===== src/rtl/decode_stage.sv =====
// Decode stage: register file, immediate extraction and a one-entry valid/ready output register.
// Define DECODE_BYPASS_EN to forward same-cycle register-file writes to the read ports.
module decode_stage #(
    parameter int unsigned DATA_W = 16,
    parameter int unsigned NREGS  = 8,
    parameter int unsigned SEL_W  = 3
) (
    input  logic              clk,
    input  logic              rst,
    input  logic              in_valid,
    output logic              in_ready,
    input  logic [15:0]       instr,
    input  logic [1:0]        imm_sel,
    input  logic              zext,
    input  logic              flush,
    input  logic              wr_en,
    input  logic [SEL_W-1:0]  wr_sel,
    input  logic [DATA_W-1:0] wr_data,
    output logic              out_valid,
    input  logic              out_ready,
    output logic [DATA_W-1:0] a_src,
    output logic [DATA_W-1:0] b_src,
    output logic [DATA_W-1:0] imm8_out,
    output logic [DATA_W-1:0] imm11_out,
    output logic              err
);

    logic [DATA_W-1:0] regs_q [NREGS];
    logic              valid_q, valid_d;
    logic              err_q;
    logic [DATA_W-1:0] a_q, b_q, imm8_q, imm11_q;

    logic [SEL_W-1:0]  rs_idx, rt_idx;
    logic [DATA_W-1:0] rs_data, rt_data;
    logic [DATA_W-1:0] imm5_ext, imm8_ext, imm11_ext, b_next;
    logic              wr_ok, xfer;

    assign rs_idx = SEL_W'(instr[10:8]);
    assign rt_idx = SEL_W'(instr[7:5]);
    assign wr_ok  = 32'(wr_sel) < NREGS;

    // Out-of-range indices fall through the loop and read as zero.
    always_comb begin
        rs_data = '0;
        rt_data = '0;
        for (int unsigned i = 0; i < NREGS; i++) begin
            if (32'(rs_idx) == i) rs_data = regs_q[i];
            if (32'(rt_idx) == i) rt_data = regs_q[i];
        end
`ifdef DECODE_BYPASS_EN
        if (wr_en && wr_ok && rs_idx == wr_sel) rs_data = wr_data;
        if (wr_en && wr_ok && rt_idx == wr_sel) rt_data = wr_data;
`endif
    end

    assign imm5_ext  = zext ? DATA_W'(instr[4:0])
                            : {{(DATA_W-5){instr[4]}}, instr[4:0]};
    assign imm8_ext  = zext ? DATA_W'(instr[7:0])
                            : {{(DATA_W-8){instr[7]}}, instr[7:0]};
    assign imm11_ext = {{(DATA_W-11){instr[10]}}, instr[10:0]};

    always_comb begin
        b_next = rt_data;
        unique case (imm_sel)
            2'd0: b_next = rt_data;
            2'd1: b_next = imm5_ext;
            2'd2: b_next = imm8_ext;
            2'd3: b_next = imm11_ext;
            default: b_next = rt_data;
        endcase
    end

    // Flush masks in_ready, so it also blocks any transfer in the same cycle.
    assign in_ready = (!valid_q || out_ready) && !flush;
    assign xfer     = in_valid && in_ready;

    always_comb begin
        valid_d = valid_q;
        if (flush)          valid_d = 1'b0;
        else if (xfer)      valid_d = 1'b1;
        else if (out_ready) valid_d = 1'b0;
    end

    always_ff @(posedge clk or negedge rst) begin
        if (!rst) begin
            valid_q <= 1'b0;
            a_q     <= '0;
            b_q     <= '0;
            imm8_q  <= '0;
            imm11_q <= '0;
        end else begin
            valid_q <= valid_d;
            if (xfer) begin
                a_q     <= rs_data;
                b_q     <= b_next;
                imm8_q  <= imm8_ext;
                imm11_q <= imm11_ext;
            end
        end
    end

    always_ff @(posedge clk or negedge rst) begin
        if (!rst) begin
            err_q <= 1'b0;
            for (int unsigned i = 0; i < NREGS; i++) regs_q[i] <= '0;
        end else begin
            if (wr_en && !wr_ok) err_q <= 1'b1;
            for (int unsigned i = 0; i < NREGS; i++) begin
                if (wr_en && 32'(wr_sel) == i) regs_q[i] <= wr_data;
            end
        end
    end

    assign out_valid = valid_q;
    assign a_src     = a_q;
    assign b_src     = b_q;
    assign imm8_out  = imm8_q;
    assign imm11_out = imm11_q;
    assign err       = err_q;

endmodule

===== config.mk =====
export PLATFORM = sky130hd
export DESIGN_NAME = decode_stage
export DESIGN_NICKNAME = d
export VERILOG_FILES = /design/src/rtl/decode_stage.sv
export SDC_FILE = /design/constraint.sdc
export NUM_CORES = 1
export LEC_CHECK = 0
export CAP_MARGIN = 20
export CORE_ASPECT_RATIO = 1.5
export CORE_UTILIZATION = 30
export DETAILED_ROUTE_END_ITERATION = 12
export PLACE_DENSITY_LB_ADDON = 0.12
export SLEW_MARGIN = 20
export SYNTH_ARGS = -nofsm -noshare
export SYNTH_HDL_FRONTEND = slang
export SYNTH_SLANG_ARGS = --single-unit

===== constraint.sdc =====
create_clock -name clk -period 1.4 [get_ports clk]
set_input_delay 0.42 -clock clk [delete_from_list [all_inputs] [get_ports clk]]
set_output_delay 0.42 -clock clk [all_outputs]
set_load 0.1 [all_outputs]

# Yosys cells after proc, flatten, opt, wreduce, memory -nomap -nowiden

Cells that the tools add are included.

Register bits: 188
Output and inout port bits: 67
Logic and storage cells: 77

Eq/ne operators: 24
Mux-type cells: 22
Reduce and logical (&&, ||, !) cells: 18

Operators with widths:

| kind               | count |
|---|---|
| $mux 16            | 18 |
| $pmux 16 s4        | 1 |
| $eq 3x3->1 const B | 12 |
| $eq 3x2->1 const B | 6 |
| $logic_and 1x1->1  | 10 |
| $eq 3x1->1 const B | 3 |
| $logic_not 3->1    | 3 |
| $eq 2x2->1 const B | 2 |
| $mux 1             | 3 |
| $reduce_bool 3->1  | 1 |
| $eq 2x1->1 const B | 1 |
| $logic_not 1->1    | 2 |
| $logic_not 2->1    | 1 |
| $logic_or 1x1->1   | 1 |

# Logic depth before layout (Yosys ltp)

Gate-level depths: netlist (run 1).

Depth in word-level cells: 10
Mapped depth: 7
Mapped depth without buffers: 5

# Worst setup path before layout (run 1)

Ideal clock, no wire load.

Path type: flip-flop to output port
From: register valid_q, in the netlist out_valid
To: output port in_ready
Arrival time: 2.279 ns
Setup slack: -1.299 ns
Stages on the path, launching flop included: 3
Buffers on the path: 0
Path through: dfrtp_1 nor2b_1 nor2_1

Cells in the longest elaborated chain, start to end: 3

Ends and longest elaborated chain:

| element                  | line | RTL |
|---|---|---|
| start: declaration       | 29   | `logic valid_q, valid_d;` |
| start signal: assignment | 92   | `valid_q <= valid_d;` |
| $logic_not 1->1          | 74   | `assign in_ready = (!valid_q \|\| out_ready) && !flush;` |
| $logic_or 1x1->1         | 74   |  |
| $logic_and 1x1->1        | 74   |  |
| end: declaration         | 11   | `output logic in_ready,` |

No other way between the ends.

# Final worst setup path (run 1)

Same ends and word-level chain as after synthesis.

==> results.sh, run 1 <==
export IMPL_drc=0
export IMPL_syn_area_per_cell_um2=11.9
export IMPL_ys_flop_type="dfrtp_1"
export IMPL_hold_viol=0
export IMPL_synth_edf_count=0
export IMPL_worstSetupEndpoint="in_ready"
export IMPL_reg2regPathDepth=7
export IMPL_core_area_um2=29000
export IMPL_fin_tns_setup_ns=-18.03
export IMPL_critPathCaptureType="output pin"
export IMPL_fin_crit_sh_pct=133
export IMPL_async_flop_share_pct=100
export IMPL_ys_ff_latch=173
export IMPL_synth_cell_type_count=46
export IMPL_vias=7171
export IMPL_min_period_ns=1.87
export IMPL_io_pins=111
export IMPL_avgViaCountPerCell=5.22
export IMPL_slew_viol_final=0
export IMPL_clkTransAtPathRegs_ns=0.06
export IMPL_max_freq_mhz=535
export IMPL_crit_start="out_valid"
export IMPL_violations="setup timing"
export IMPL_synth_largest_area_cell="dfrtp_1"
export IMPL_syn_area_um2=8910
export IMPL_ys_seq_area_share_pct=48.6
export IMPL_antenna_cells=0
export IMPL_routabilityCongestion=0.859
export IMPL_r2r_setup_slack_ns=-0.37
export IMPL_min_path_type="primary input to async pin"
export IMPL_ant_nets=0
export IMPL_drt_pass1_iterations=4
export IMPL_rows=76
export IMPL_layout_drive_gt1_share_pct=54.9
export IMPL_rr_endpoint="b_src[5]"
export IMPL_place_area_um2=12100
export IMPL_die_h_um=213
export IMPL_area_growth_syn_to_layout_pct=54.5
export IMPL_clk_latency_ns=0.46
export IMPL_cts_root_buf="clkbuf_16"
export IMPL_cp_required_ns=0.98
export IMPL_grt_overflow_total=0
export IMPL_fp_dieArea_um2=30400
export IMPL_setup_viol=110
export IMPL_final_nets=1015
export IMPL_gr_usage_met2_pct=39.9
export IMPL_hpwlAfterDp_mm=21.1
export IMPL_wl_per_cell_um=23.3
export IMPL_grt_max_degree=71
export IMPL_rsz0062_at_grt="true"
export IMPL_first_iter_violations=363
export IMPL_setup_ws_ns=-0.468
export IMPL_cp_start_kind="flip-flop"
export IMPL_grt_met3_usage_pct=3.27
export IMPL_die_w_um=143
export IMPL_met1_usage_pct=25.6
export IMPL_grt_pass1_wl_mm=48.2
export IMPL_leakage_nw=6.00
export IMPL_syn_nets=795
export IMPL_ys_top_cells_by_area="dfrtp_1 49%, mux2_2 20%, mux2i_1 6.7%, o221ai_1 5.3%, nand2_1 2.8%"
export IMPL_numPortBuffers=104
export IMPL_cp_max_fo=2
export IMPL_grt_use_total_pct=22.0
export IMPL_critPathArrivalTime_ns=1.45
export IMPL_crit_reg2reg_launch="out_valid"
export IMPL_crit_type="flip-flop to output pin"
export IMPL_tritoncts="yes"
export IMPL_synth_top_area_share_pct=48.6
export IMPL_clock_skew_ns=0.0112
export IMPL_initial_utilization_pct=30.7
export IMPL_ctsHtreeMaxLevel=4
export IMPL_maxCapViolations=0
export IMPL_grt_pass1_vias=7647
export IMPL_peakVddDrop_uv=1010
export IMPL_postSynthCellCount=751
export IMPL_routed_wl_mm=31.9
export IMPL_cts_path_max_buffers=2
export IMPL_cts_buffers=17
export IMPL_antenna_found_initial=0
export IMPL_design_area_um2=13800
export IMPL_yosysWarnings=0
export IMPL_busiest_layer="met2"
export IMPL_status="finished with violations"
export IMPL_pwr_density_cell_nw_per_um2=1420
export IMPL_cts_sinks=173
-- cells in the final DEF (no fill, tap or decap), types with 23 or more instances in the layout --
cell type and n:
buf_4 118, mux2_2 111, nand2_1 49, buf_12 85, mux2i_1 60, mux2_4 51
o221ai_1 33, dfrtp_1 155, o21ai_1 24, buf_6 23
-- logic make-up after synthesis --
group	synth area share [%]
AO/OA/AOI/OAI	10.6
buffers and inverters	5.52
flip-flops	48.6
multiplexers	27.5
other	0.0421
AND/OR/NAND/NOR	7.78
-- registers in the layout, summed over array words and instances (netlist names) --
signal / count
b_src: 16
out_valid: 1
imm8_out: 9
a_src: 16
regs_q: 128
imm11_out: 3
-- power by group --
| part | total (W) | switching (W) | internal, W |
|---|---|---|---|
| logic | 0.00776 | 0.00424 | 0.00353 |
| registers | 0.00717 | 0.00107 | 0.00610 |
| clock network | 0.00458 | 0.00204 | 0.00254 |
| total | 0.0195 | 0.00735 | 0.0122 |
-- final cells by class --
type,count,area [µm²]
Timing Repair Buffer,279,3580
Multi-Input combinational cell,494,4740
Fill cell,2580,15200
Inverter,6,22.5
Tap cell,390,488
Sequential cell,173,4380
Clock inverter,9,88.8
Clock buffer,23,468
-- routing by layer --
metal | wire [µm] | part of all wire [%]
met1 | 12800 | 40
met2 | 17100 | 54
met3 | 1100 | 3.5
met4 | 854 | 2.7
met5 | 0 | 0
-- critical path, stage by stage, from the launching register on --
cell and delay, ns:
dfrtp_4 0.48, buf_6 0.12, nor2b_4 0.13, nor2_4 0.10, buf_12 0.18
-- through the flow --
stage                     util, %  power, W  worst slack [ns]  instances  hold slack [ns]
final                        47.5    0.0195            -0.468       1374            0.339
after global routing         47.5    0.0203            -0.511       1374            0.345
after CTS                    46.5    0.0195            -0.485       1359            0.331
after detailed placement     41.6    0.0144            -0.846       1285            0.237
after global placement       41.6    0.0142            -0.770       1285            0.235
after floorplan                 -    0.0116            -0.298        751            0.124
-- cell usage after synthesis (all sizes together), types with 4 or more instances --
cell and n:
mux2 162, nand2 66, clkbuf 22, o21ai 38
a21oi 11, nand3 16, nand2b 7, mux2i 60
nor2 18, nor3b 5, dfrtp 173, o22ai 5
inv 6, buf 57, o211ai 7, o221ai 54
o2111ai 5, a21o 4
-- how the worst min path moves through the flow --
stage	from	endpoint	slack (ns)	cells past startpoint
after floorplan	rst	a_src[0]	0.12	0
after global placement	rst	regs_q[52]	0.23	1
after detailed placement	rst	regs_q[52]	0.24	1
after CTS	rst	regs_q[20]	0.33	2
after global routing	rst	regs_q[20]	0.34	2
final	rst	regs_q[20]	0.34	2
-- timing repair --
item,4_1_cts,5_1_grt
endpoints found under the hold margin,5,0
hold buffers,1,0
gates cloned,10,2
pin swaps,17,13
endpoints found under the setup margin,237,118
buffers inserted,33,14
gates resized for setup,121,43
(Power assumes the default switching activity.)
==> inputs of run 2 (changes only) <==
--- a/config.mk
+++ b/config.mk
@@ -14,3 +14,4 @@
 export SYNTH_ARGS = -nofsm -noshare
 export SYNTH_HDL_FRONTEND = slang
 export SYNTH_SLANG_ARGS = --single-unit
+export TNS_END_PERCENT = 10
==> run 2 against run 1 <==
The run still ends with setup timing left; sequential share of layout area up 3.0 points; total power down 3.0%; clock power up 4.6%; critical path depth unchanged; clock skew down 0.0044 ns.
==> results.sh, run 2 (synthesized netlist as in run 1, its figures left out) <==
export IMPL_status="finished with violations"
export IMPL_violations="setup timing"
export IMPL_pwr_density_cell_nw_per_um2=1510
export IMPL_cp_start_kind="flip-flop"
export IMPL_ctsHtreeMaxLevel=4
export IMPL_cts_root_buf="clkbuf_16"
export IMPL_rsz0062_at_grt="true"
export IMPL_vias=6785
export IMPL_tritoncts="yes"
export IMPL_critPathCaptureType="output pin"
export IMPL_path_cells="buf_6, nor2b_4, nor2_4, buf_12"
export IMPL_final_cell_mix="158 x mux2_2, 153 x dfrtp_1, 87 x buf_12, 75 x buf_4, 64 x nand2_1"
export IMPL_clkTransAtPathRegs_ns=0.06
export IMPL_rows=76
export IMPL_die_w_um=143
export IMPL_dp_cells=1268
export IMPL_routabilityCongestion=0.885
export IMPL_largest_reg_flops=128
export IMPL_r2r_setup_slack_ns=-0.06
export IMPL_pre_cts_ws_ns=-0.851
export IMPL_final_util_pct=43.2
export IMPL_numPortBuffers=104
export IMPL_core_area_um2=29000
export IMPL_worst_path_max_delay_cell="dfrtp_4"
export IMPL_leakage_nw=5.37
export IMPL_rr_endpoint="b_src[5]"
export IMPL_grt_pass1_wl_mm=43.4
export IMPL_min_to="out_valid"
export IMPL_grt_overflow_total=0
export IMPL_min_delay_start="in_valid"
export IMPL_min_path_type="primary input to flip-flop"
export IMPL_grt_pass1_vias=7184
export IMPL_fin_crit_sh_pct=132
export IMPL_mostFrequentLayoutCell="mux2_2"
export IMPL_cp_max_fo=2
export IMPL_crit_type="flip-flop to output pin"
export IMPL_antenna_found_initial=0
export IMPL_hold_viol=0
export IMPL_ant_nets=0
export IMPL_die_h_um=213
export IMPL_design_area_um2=12500
export IMPL_hpwlAfterDp_mm=20.4
export IMPL_cts_path_max_buffers=2
export IMPL_crit_reg2reg_launch="out_valid"
export IMPL_cp_required_ns=0.98
export IMPL_initial_utilization_pct=30.7
export IMPL_max_freq_mhz=540
export IMPL_wl_per_cell_um=21.7
export IMPL_nFillCells=2676
export IMPL_area_growth_syn_to_layout_pct=40.6
export IMPL_peakVddDrop_uv=1080
export IMPL_setup_ws_ns=-0.452
export IMPL_first_iter_violations=338
export IMPL_place_area_um2=11700
export IMPL_cts_sinks=173
export IMPL_routed_wl_mm=28.3
export IMPL_grt_use_total_pct=19.7
export IMPL_reg2regPathDepth=5
export IMPL_path_delay_family="flip-flops"
export IMPL_avgViaCountPerCell=5.20
export IMPL_layout_drive_gt1_share_pct=46.5
export IMPL_slowest_delay_ns=0.47
export IMPL_grt_max_degree=47
export IMPL_io_pins=111
export IMPL_fp_dieArea_um2=30400
export IMPL_drc=0
export IMPL_largest_register="regs_q"
export IMPL_fin_cells=1306
export IMPL_clk_latency_ns=0.45
export IMPL_whs_path_depth=3
export IMPL_antenna_cells=0
export IMPL_slew_viol_final=0
export IMPL_maxCapViolations=0
export IMPL_cts_buffers=17
export IMPL_critPathArrivalTime_ns=1.43
export IMPL_final_nets=947
export IMPL_drt_pass1_iterations=5
export IMPL_setup_viol=77
export IMPL_cp_num_buf_inv=2
export IMPL_min_period_ns=1.85
export IMPL_clock_skew_ns=0.00673
[run 2: cell types whose count changed in the layout (fill, tap and decap cells not counted), moves of 11 or more]
cell      before  now
o221ai_1      33   44
nand2_1       49   64
buf_4        118   75
o221ai_2      21   10
buf_6         23    9
mux2_2       111  158
mux2_4        51    2
[run 2: per-stage QoR]
stage,total power [W],TNS (ns),hold slack (ns)
floorplan,0.0113,-25.33,0.124
global placement,0.0139,-100.38,0.302
detailed placement,0.0141,-106.07,0.305
CTS,0.0190,-10.16,0.351
global route,0.0197,-11.92,0.393
finish,0.0189,-8.61,0.371
[run 2: worst max-delay path by stage]
stage | start | endpoint | slack (ns) | depth (start not counted)
final | out_valid | in_ready | -0.45 | 4
after global routing | out_valid | in_ready | -0.50 | 4
after CTS | out_valid | in_ready | -0.48 | 4
after detailed placement | instr[5] | b_src[9] | -0.85 | 6
after global placement | instr[5] | b_src[15] | -0.83 | 7
after floorplan | out_valid | in_ready | -0.30 | 2
[run 2: report_power, final]
group / internal (W) / leakage (nW) / switching [W]
combinational: 0.00300 / 3.01 / 0.00401
clock: 0.00276 / 0.290 / 0.00203
sequential: 0.00608 / 2.07 / 0.00102
total: 0.0119 / 5.37 / 0.00707
[run 2: routing by layer]
metal  track usage (%)  vias up  share of wire [%]  wire length (µm)
met3              3.48       48                3.7              1050
met5                 0        -                  0                 0
met4              7.82        0                2.2               634
met2              35.8      194                 53             14900
met1              22.5     3481                 41             11700
li1                  -     3062                  -                 -
[run 2: layout make-up]
class	count	area [µm²]	area share, %
inverters	6	22.5	0.180
clock inverters	10	114	0.908
repair buffers	212	2810	22.4
flip-flops and latches	173	4360	34.8
multi-input cells	493	4260	34.0
clock buffers	22	474	3.78
well taps	390	488	3.89
[run 2: worst reg2reg max path, delay by kind of cell (launching register included)]
kind             cells  cell delay, ns
flip-flops           1            0.47
AO/OA/AOI/OAI        1            0.10
AND/OR/NAND/NOR      4            0.82
[run 2: repair_timing]
action	4_1_cts	5_1_grt
buffers inserted	5	0
hold buffers	1	0
gates resized for setup	66	28
endpoints found under the setup margin	237	97
endpoints found under the hold margin	17	0
pin swaps	8	0
==> RTL edit, RTL diff (flow settings as in run 1) <==
`SEL_W`: 3 -> 4.
--- a/src/rtl/decode_stage.sv
+++ b/src/rtl/decode_stage.sv
@@ -4,5 +4,5 @@
     parameter int unsigned DATA_W = 16,
     parameter int unsigned NREGS  = 8,
-    parameter int unsigned SEL_W  = 3
+    parameter int unsigned SEL_W  = 4
 ) (
     input  logic              clk,
Interface: changed (resized wr_sel); port bits go from 111 to 112. No check against the original RTL was run, so the function may have changed too.
==> RTL edit against run 1 <==
The flow still finishes with violations (negative setup slack); via count rose by 1.5%; register-to-register slack better by 0.05 ns; clock power grew 16%; sequential cell count up 1; routed wire length decreased by 1.2%; total power grew 5.4%; setup slack improved by 0.0030 ns; synthesized area up 6.2%; design area rose by 4.7%.
==> RTL edit: results <==
[routing]
dr.first_iter.drc_count = 413
via_per_inst = 4.97
highest_layer = met4
drt-met1-wl_um = 13600
wl_met3_um = 1150
drt-wirelength-per-cell_um = 21.5
met2RoutedLength_um = 16200

[synthesis]
yosys_warnings = 0
seq_area_frac_synth_pct = 46.0
synthTopCellsByArea = dfrtp_1 (46%), mux2_2 (13%), mux4_2 (5.0%)
syn_nets = 855
synthArstFlopShare_pct = 100
yosys.area_share.adder_pct = 0
synth-xor-area-share_pct = 0
synth_compound_area_share_pct = 11.8
synth_mux_area_share_pct = 26.3
ys_types = 55
ys_top_cells_by_count = dfrtp_1 (174), mux2_2 (113), a21oi_1 (62), nand2_1 (62), o21ai_0 (45)
synth-main-ff-cell = dfrtp_1

[worst_setup_path]
crit_slowest_cell = dfrtp_4
crit_path_max_incr_delay_ns = 0.48
arrival_ns = 1.45
critical_path.top_delay_family = flip-flops
crit_fanout = 2

[global_route]
met2_usage_pct = 35.2
grt_util_met3_pct = 4.35
grt_pass1_vias = 7677
gr-usage-all-layers_pct = 20.4
antenna_found_initial = 0
grt_pass1_wl_um = 48200
met1_usage_pct = 25.4
grt_max_degree = 57

[worst_hold_path]
hp-class = primary input to flip-flop

[placement]
io_buffer_count = 106
dp_hpwl_um = 21300
dp_worst_setup_slack_ns = -0.800
place.gp.congestion = 0.824

[power_and_ir_drop]
ir_drop_mv = 0.890
power_leakage_nw = 6.42

[timing]
setup_viol = 111
postLayoutSetupSlackWorst_ns = -0.465
worst_clock_skew_ns = 0.00892
finalSetupTns_ns = -18.99

[cts]
ctsHtreeMaxLevel = 4
clock_latency_ns = 0.45
cts-root-to-sink-buffers = 2
clk_pin_slew_worst_paths_ns = 0.07
clockRootBuffer = clkbuf_16

[layout]
largest_reg_flops = 128
nNetsFinal = 1093
fillers = 2835
drive_gt1_share_pct = 52.0
diodes = 0
regMostFlops = regs_q

[run_status]
status = finished, violations left
violations = negative setup slack
RTL edit: changes by cell type after synthesis, moves of 13 or more:
| cell | change |
|---|---|
| nor2_1 | +14 |
| mux2_2 | -47 |
| a21oi_1 | +51 |
| mux2i_1 | -32 |
| inv_1 | +13 |
| mux2_4 | +20 |
| mux4_2 | +20 |
| o221ai_1 | -49 |
| nand2b_1 | +14 |
RTL edit: timing repair:
item,in CTS,in global routing
setup buffers,30,19
endpoints found under the setup margin,232,132
resized for setup,71,45
hold endpoints to repair,10,0
cloned,7,2
pin swaps,15,4
hold buffers,1,0
RTL edit: worst paths after layout:
kind                             startpoint          end  slack, ns  cells past startpoint
worst min register to register  regs_q[118]  regs_q[118]       0.53                      1
worst max register to register    out_valid     a_src[7]      -0.32                      8
max in group asynchronous               rst  imm8_out[6]       0.43                      3
worst min-delay path              wr_sel[3]          err       0.25                      2
min in group asynchronous               rst   regs_q[84]       0.36                      2
worst max-delay path              out_valid     in_ready      -0.47                      4
RTL edit: metrics by stage:
step | area, um2 | cells | hold WS (ns)
2_1_floorplan | 9910 | 810 | 0.124
3_3_place_gp | 12800 | 1379 | 0.272
3_5_place_dp | 12800 | 1379 | 0.270
4_1_cts | 14100 | 1448 | 0.347
5_1_grt | 14400 | 1466 | 0.253
6_report | 14400 | 1466 | 0.247
RTL edit: power breakdown:
group	internal [mW]	switching, mW
logic	3.92	4.14
clock network	3.17	2.13
registers	6.15	1.05
total	13.2	7.32
RTL edit: area by class of cell:
class | instances | share of cell area, %
Clock buffer | 18 | 2.98
Clock inverter | 14 | 1.50
Inverter | 21 | 0.547
Multi-Input combinational cell | 536 | 34.5
Sequential cell | 174 | 30.5
Tap cell | 405 | 3.51
Timing Repair Buffer | 298 | 26.4
